[src/rtl/sdram_rw_arbiter.sv]
// Burst request scheduler in front of the SDRAM controller: watches both FIFO
// fill levels, runs the req/ack handshake and walks two frame-buffer pointers.
module sdram_rw_arbiter #(
    parameter logic [8:0]         BURST       = 9'd256,
    parameter logic [21:0]        ADDR_BASE   = 22'd0,
    parameter logic [21:0]        FRAME_WORDS = 22'd307200,
    parameter int unsigned        FIFO_AW     = 10,
    parameter logic [FIFO_AW-1:0] RD_THR      = 10'd256
) (
    input  logic               clk,
    input  logic               rst_n,
    input  logic               sdram_init_done,
    input  logic [FIFO_AW-1:0] wrfifo_usedw,
    input  logic [FIFO_AW-1:0] rdfifo_usedw,
    input  logic               wr_frame_start,
    input  logic               rd_frame_start,
    output logic               sdram_wr_req,
    output logic               sdram_rd_req,
    input  logic               sdram_wr_ack,
    input  logic               sdram_rd_ack,
    output logic [21:0]        sys_wraddr,
    output logic [21:0]        sys_rdaddr,
    output logic [8:0]         sdwr_byte,
    output logic [8:0]         sdrd_byte,
    output logic               busy
);

    typedef enum logic [2:0] {
        IDLE,
        WR_REQ,
        WR_BUSY,
        RD_REQ,
        RD_BUSY
    } state_t;

    // One bit wider than the address so an end at exactly 2^22 still compares correctly.
    localparam logic [22:0] ADDR_END = {1'b0, ADDR_BASE} + {1'b0, FRAME_WORDS};

    state_t      state, state_d;
    logic        wr_req_q, wr_req_d;
    logic        rd_req_q, rd_req_d;
    logic [21:0] wraddr_q, wraddr_d;
    logic [21:0] rdaddr_q, rdaddr_d;
    logic        wr_pend_q, wr_pend_d;
    logic        rd_pend_q, rd_pend_d;

    logic        rd_eligible;
    logic        wr_eligible;
    logic [22:0] wr_next;
    logic [22:0] rd_next;

    assign rd_eligible = (rdfifo_usedw < RD_THR);
    assign wr_eligible = ({1'b0, wrfifo_usedw} >= (FIFO_AW + 1)'(BURST));
    assign wr_next     = {1'b0, wraddr_q} + {14'd0, BURST};
    assign rd_next     = {1'b0, rdaddr_q} + {14'd0, BURST};

    always_comb begin
        // NOTE: every comb output gets a default first, so no path can infer a latch.
        state_d   = state;
        wr_req_d  = wr_req_q;
        rd_req_d  = rd_req_q;
        wraddr_d  = wraddr_q;
        rdaddr_d  = rdaddr_q;
        wr_pend_d = wr_pend_q | wr_frame_start;
        rd_pend_d = rd_pend_q | rd_frame_start;

        unique case (state)
            IDLE: begin
                // A pending frame restart takes the whole IDLE cycle; no request alongside it.
                if (wr_pend_d || rd_pend_d) begin
                    if (wr_pend_d) begin
                        wraddr_d  = ADDR_BASE;
                        wr_pend_d = 1'b0;
                    end
                    if (rd_pend_d) begin
                        rdaddr_d  = ADDR_BASE;
                        rd_pend_d = 1'b0;
                    end
                end else if (sdram_init_done) begin
                    if (rd_eligible) begin
                        state_d  = RD_REQ;
                        rd_req_d = 1'b1;
                    end else if (wr_eligible) begin
                        state_d  = WR_REQ;
                        wr_req_d = 1'b1;
                    end
                end
            end
            WR_REQ: begin
                if (sdram_wr_ack) begin
                    wr_req_d = 1'b0;
                    state_d  = WR_BUSY;
                end
            end
            WR_BUSY: begin
                if (!sdram_wr_ack) begin
                    state_d = IDLE;
                    if (wr_pend_d) begin
                        wraddr_d  = ADDR_BASE;
                        wr_pend_d = 1'b0;
                    end else begin
                        wraddr_d = (wr_next >= ADDR_END) ? ADDR_BASE : wr_next[21:0];
                    end
                end
            end
            RD_REQ: begin
                if (sdram_rd_ack) begin
                    rd_req_d = 1'b0;
                    state_d  = RD_BUSY;
                end
            end
            RD_BUSY: begin
                if (!sdram_rd_ack) begin
                    state_d = IDLE;
                    if (rd_pend_d) begin
                        rdaddr_d  = ADDR_BASE;
                        rd_pend_d = 1'b0;
                    end else begin
                        rdaddr_d = (rd_next >= ADDR_END) ? ADDR_BASE : rd_next[21:0];
                    end
                end
            end
            default: begin
                state_d  = IDLE;
                wr_req_d = 1'b0;
                rd_req_d = 1'b0;
            end
        endcase
    end

    always_ff @(posedge clk or negedge rst_n) begin
        // NOTE: sequential state uses non-blocking assignments only, so every flop sees pre-edge values.
        if (!rst_n) begin
            state     <= IDLE;
            wr_req_q  <= 1'b0;
            rd_req_q  <= 1'b0;
            wraddr_q  <= ADDR_BASE;
            rdaddr_q  <= ADDR_BASE;
            wr_pend_q <= 1'b0;
            rd_pend_q <= 1'b0;
        end else begin
            state     <= state_d;
            wr_req_q  <= wr_req_d;
            rd_req_q  <= rd_req_d;
            wraddr_q  <= wraddr_d;
            rdaddr_q  <= rdaddr_d;
            wr_pend_q <= wr_pend_d;
            rd_pend_q <= rd_pend_d;
        end
    end

    assign sdram_wr_req = wr_req_q;
    assign sdram_rd_req = rd_req_q;
    assign sys_wraddr   = wraddr_q;
    assign sys_rdaddr   = rdaddr_q;
    assign sdwr_byte    = BURST;
    assign sdrd_byte    = BURST;
    assign busy         = (state != IDLE);

endmodule

[config.mk]
export PLATFORM = sky130hd
export DESIGN_NAME = sdram_rw_arbiter
export DESIGN_NICKNAME = d
export VERILOG_FILES = /design/src/rtl/sdram_rw_arbiter.sv
export SDC_FILE = /design/constraint.sdc
export NUM_CORES = 1
export LEC_CHECK = 0
export CORE_MARGIN = 2
export CORE_UTILIZATION = 30
export CTS_CLUSTER_DIAMETER = 30
export CTS_CLUSTER_SIZE = 40
export DETAILED_ROUTE_END_ITERATION = 16
export DONT_BUFFER_PORTS = 1
export GPL_TIMING_DRIVEN = 0
export PLACE_DENSITY = 0.45
export SLEW_MARGIN = 20
export SYNTH_ARGS = -nofsm -noshare
export SYNTH_HDL_FRONTEND = slang
export SYNTH_SLANG_ARGS = --single-unit
[constraint.sdc]
create_clock -name clk -period 3.72 [get_ports clk]
set_input_delay 0.372 -clock clk [delete_from_list [all_inputs] [get_ports clk]]
set_output_delay 0.372 -clock clk [all_outputs]
set_load 0.05 [all_outputs]
== Yosys cells after proc, flatten, opt, wreduce, memory -nomap -nowiden ==
Cells that the tools add are included.

* Flip-flop bits (word level): 51

* Magnitude comparators: 4
* Bitwise operators: 4
* Add/subtract/negate cells: 2
* Muxes and demuxes: 38
* Equal/unequal tests: 17
* Reduce and logical (&&, ||, !) cells: 12

{| class="wikitable"
|+ Operators with widths
! cell !! count
|-
| two-way mux 22 bit || 10
|-
| case mux 22 bit (2 select lines) || 2
|-
| adder 22 x 9 -> 23 bit (second input constant) || 2
|-
| >= comparator 23 x 19 -> 1 bit (second input constant) || 2
|-
| two-way mux 3 bit || 8
|-
| inequality test 2 bit (second input constant) || 12
|-
| case mux 3 bit (5 select lines) || 1
|-
| two-way mux 1 bit || 13
|-
| >= comparator 10 x 9 -> 1 bit (second input constant) || 1
|-
| < comparator 10 x 9 -> 1 bit (second input constant) || 1
|-
| AND reduction 4 bit || 2
|-
| AND reduction 7 bit || 1
|-
| equality test 3 x 2 -> 1 bit (second input constant) || 2
|-
| case mux 1 bit (3 select lines) || 2
|-
| AND reduction 6 bit || 1
|-
| OR reduction 3 bit || 2
|-
| AND reduction 5 bit || 1
|-
| case mux 1 bit (2 select lines) || 2
|-
| nonzero test 2 bit || 2
|-
| equality test 3 x 1 -> 1 bit (second input constant) || 1
|-
| equality test 3 bit (second input constant) || 1
|-
| logical NOT 3 bit || 1
|-
| inequality test 3 bit (second input constant) || 1
|-
| nonzero test 3 bit || 1
|-
| 3 further kinds || 5
|}

== Depth between registers and ports, before layout ==
* Depth in word-level cells: 6
* Gate-level depth with buffers: 9
* Gate-level depth less buffers: 7

== Worst setup path after synthesis ==
Ideal clock, no wire load.

* Path type: reg2reg
* From: reg rdaddr_q[8] (netlist: sys_rdaddr[8])
* To: reg rdaddr_q[17] (netlist: sys_rdaddr[17])
* Period minus slack after synthesis: 2.687 ns
* Library setup time: 0.071 ns
* Buffers on the path: 2
* Stages on the path, launching flop included: 10
* Setup slack: 1.033 ns
* Data arrival time: 2.616 ns
* Required time: 3.649 ns
* Cell sequence: dfrtp_1 ha_1 and3_1 clkbuf_1 a21oi_1 a31o_2 o31ai_2 buf_2 nand4_1 nand3_1

* Cells in the longest elaborated chain, start to end: 6

{| class="wikitable"
|+ Ends and longest elaborated chain
! item !! RTL line !! source
|-
| from (decl) || 43 || <nowiki>logic [21:0] rdaddr_q, rdaddr_d;</nowiki>
|-
| from (signal assigned) || 146 || <nowiki>rdaddr_q <= rdaddr_d;</nowiki>
|-
| adder 22 x 9 -> 23 bit (*) || 55 || <nowiki>assign rd_next = {1'b0, rdaddr_q} + {14'd0, BURST};</nowiki>
|-
| >= comparator 23 x 19 -> 1 bit || 119 || <nowiki>rdaddr_d = (rd_next >= ADDR_END) ? ADDR_BASE : rd_next[21:0];</nowiki>
|-
| two-way mux 22 bit (*) || 119 ||
|-
| two-way mux 22 bit (*) || 115 || <nowiki>if (rd_pend_d) begin</nowiki>
|-
| two-way mux 22 bit (*) || 113 || <nowiki>if (!sdram_rd_ack) begin</nowiki>
|-
| case mux 22 bit (2 select lines) (*) || 67 || <nowiki>unique case (state)</nowiki>
|}

Mark *: on every way between the ends. The rest lies on a longest branch, timed or not. The select of a mux whose other input is x is not followed.
A chain may end at the register's enable or synchronous reset.

== Worst setup path in the final report ==
* From: reg rdaddr_q[8] (netlist: sys_rdaddr[8])
* To: reg rdaddr_q[16] (netlist: sys_rdaddr[16])

Same word-level chain as after synthesis.

==> impl_metrics.py <==
metrics = {
    "finish": {
        "area_growth_pct": 15.3,
        "multi_input_area_um2": 1380,
        "nNetsFinal": 362,
        "drive_above_1_share_pct": 18.4,
        "fin_area_um2": 2870,
        "fill_cells": 858,
        "diodes": 0,
        "final_core_util_pct": 35.3,
        "fin_cells": 437,
        "seq_area_um2": 876,
    },
    "placement": {
        "numPortBuffers": 0,
        "dp_cells": 427,
        "post-dp-hpwl_um": 4390,
        "placed_area_um2": 2740,
        "place_congestion": 0.829,
    },
    "sta": {
        "period_share_pct": 86.8,
        "setup_viol": 0,
        "finalClockSkew_ns": 0.0163,
        "finalSetupTns_ns": 0,
        "grt_setup_unrepaired": "false",
        "maxSlewHeadroom_pct": 47.2,
        "worstMarginPinSlew_ns": 0.772,
        "report.final.slew_viol_count": 0,
        "finalHoldViolCount": 0,
        "post-route-min-period_ns": 3.23,
        "fmax_mhz": 310,
    },
    "power": {
        "power_density_nw_per_um2": 449,
        "p_leak_nw": 1.31,
        "ir_worst_vdd_mv": 0.137,
        "power_mw": 1.29,
    },
    "routing": {
        "vias": 2138,
        "drc": 0,
        "first_iter_violations": 104,
        "avgRoutedWirePerCell_um": 14.0,
        "drtPass1Iterations": 4,
        "final_antenna_net_count": 0,
        "wl_um": 6120,
        "via_per_inst": 4.89,
    },
    "synth": {
        "synth-edff-count": 0,
        "syn_avg_cell_area_um2": 8.58,
        "synthCells": 290,
        "ys_types": 53,
        "synth_commonest_cells": "35 x dfrtp_1, 34 x buf_4, 24 x nand3_1",
        "ys.flop_type": "dfrtp_1",
        "synth_area_leaders": "dfrtp_1 35%, buf_4 10%, nand3_1 4.8%",
        "ys_async_sr_fraction_pct": 100,
        "ys_seq_elements": 35,
        "ys_warn_count": 0,
        "netlist_area_um2": 2490,
        "ys_seq_area_share_pct": 35.2,
        "post-synth-top-count-cell": "dfrtp_1",
        "synth_largest_area_cell": "dfrtp_1",
        "netlist.area_leader.share_pct": 35.2,
    },
    "hold_path": {
        "hold_depth": 2,
        "hp-start": "sdram_init_done",
        "hold_path_class": "in2reg",
        "hold_end": "sdram_rd_req$_DFFE_PN0P_",
    },
    "critical_path": {
        "critical_path.max_stage_delay_ns": 0.75,
        "path_class": "reg2reg",
        "timing.rr.start": "sys_rdaddr[8]$_DFFE_PN0P_",
        "worstPathRequired_ns": 3.94,
        "r2r_slack_ns": 0.49,
        "reg2reg_depth": 9,
        "cp_slowest_cell": "dfrtp_1",
        "worstPathMaxFanout": 10,
        "timing.rr.end": "sys_rdaddr[16]$_DFFE_PN0P_",
        "crit_chain": "ha_1, and3_1, clkbuf_1, a21oi_1, a31o_2, o31ai_2, buf_2, nand3_1, mux2i_1",
        "crit_path_end_kind": "flip-flop",
        "startpoint_type": "flip-flop",
        "cp.arrival_ns": 3.44,
    },
    "clocking": {
        "cts_made_buffers": 5,
        "cts_buffer_depth": 2,
        "clock_sinks": 35,
        "cts_tree": "built",
        "post-cts-setup-buffers": 0,
        "clk_latency_ns": 0.30,
        "h-tree-depth": 2,
        "cts_root_buf": "clkbuf_8",
        "path_clk_slew_ns": 0.07,
    },
    "global_route": {
        "first_global_vias": 2037,
        "antenna_found_initial": 0,
        "grt_max_degree": 36,
        "grt.total_usage_pct": 14.1,
        "grt_overflow": 0,
        "grt_pass1_wl_um": 9970,
    },
    "die": {
        "die_x_um": 95.1,
        "initial_core_util_pct": 30.6,
        "die_height_um": 95.1,
        "rows": 33,
        "coreArea_um2": 8130,
        "dieArea_um2": 9040,
        "num_io_pins": 92,
    },
    "run": {
        "max-cap-violations": 0,
    },
    "status": {
        "outcome": "finished, final reports clean",
    },
}
## registers in the layout (all words and copies together) (netlist names)
signal,count
sys_rdaddr,14
sdram_rd_req,1
state,3
sys_wraddr,14
wr_pend_q,1
rd_pend_q,1
sdram_wr_req,1
## critical path: cells and delay by family (launching register included)
family / cells / cell delay, ns
and+or+nand+nor: 2 / 0.27
buffers and inverters: 2 / 0.62
DFF: 1 / 0.75
adders and majority gates: 1 / 0.33
AOI/OAI and AO/OA: 3 / 1.03
muxes: 1 / 0.14
## metal layers
metal	track usage, %	part of all wire, %	vias up
met5	0	0	-
met4	4.95	1.6	0
met3	4.11	5.9	9
met2	22.2	47	64
met1	18.4	45	983
li1	-	-	1082
## metrics by stage
stage,setup WS [ns],hold slack (ns)
2_1_floorplan,1.03,0.0764
3_3_place_gp,0.526,0.0773
3_5_place_dp,0.528,0.0773
4_1_cts,0.496,0.241
5_1_grt,0.211,0.249
6_report,0.493,0.251
## power breakdown
group / leakage [nW] / switching (mW) / total [mW] / internal [mW]
registers: 0.480 / 0.0845 / 0.503 / 0.418
logic: 0.774 / 0.331 / 0.467 / 0.136
clock network: 0.0515 / 0.149 / 0.318 / 0.169
## logic make-up after synthesis
| logic type | share of synthesized area (%) |
|---|---|
| xor gates and xnor gates | 1.76 |
| adders and majority gates | 2.01 |
| buffers and inverters | 14.2 |
| AOI/OAI and AO/OA | 16.7 |
| DFF | 35.2 |
| muxes | 4.73 |
| other | 0.302 |
| and+or+nand+nor | 25.1 |
## cell usage in the layout (no fill, tap or decap), types with 2 or more instances in the layout
master and n:
a2111oi_0 5, a211oi_1 2, a21o_1 4, a21oi_1 7
a22o_1 3, a31o_2 2, a31oi_1 6, a32o_1 2
a41oi_1 2, and2_1 7, and3_1 3, and4_1 3
buf_1 2, buf_2 5, buf_4 34, clkbuf_1 10
clkbuf_8 7, conb_1 34, dfrtp_1 35, ha_1 4
inv_1 7, mux2_2 2, mux2i_1 8, nand2_1 23
nand2b_1 2, nand3_1 24, nand4_1 10, nor2_1 20
nor3_1 8, nor4_1 6, o21ai_0 10, o31ai_1 4
or2_2 2, or3_2 2, or4_1 2, xnor2_1 5
## area by class of cell
class,instances,area share (%)
Clock buffer,8,3.49
Sequential cell,35,30.5
Tap cell,105,4.58
Buffer,51,11.4
Timing Repair Buffer,2,1.05
Multi-Input combinational cell,229,48.1
Inverter,7,0.915
## worst max-delay path by stage
stage	start	to	slack, ns	depth (start not counted)
detailed placement	sys_rdaddr[8]$_DFFE_PN0P_	sys_rdaddr[14]$_DFFE_PN0P_	0.53	9
finish	sys_rdaddr[8]$_DFFE_PN0P_	sys_rdaddr[16]$_DFFE_PN0P_	0.49	9
global route	sys_rdaddr[8]$_DFFE_PN0P_	sys_rdaddr[17]$_DFFE_PN0P_	0.21	9
floorplan	sys_rdaddr[8]$_DFFE_PN0P_	sys_rdaddr[17]$_DFFE_PN0P_	1.03	9
CTS	sys_rdaddr[8]$_DFFE_PN0P_	sys_rdaddr[16]$_DFFE_PN0P_	0.50	9
global placement	sys_rdaddr[8]$_DFFE_PN0P_	sys_rdaddr[12]$_DFFE_PN0P_	0.53	9
## what timing repair did
action / 4_1_cts / 5_1_grt
endpoints found under the setup margin: 0 / 0
endpoints found under the hold margin: 35 / 0
gates resized for setup: 0 / 0
hold buffers: 2 / 0
No activity file was read; power rests on OpenSTA's default activity.
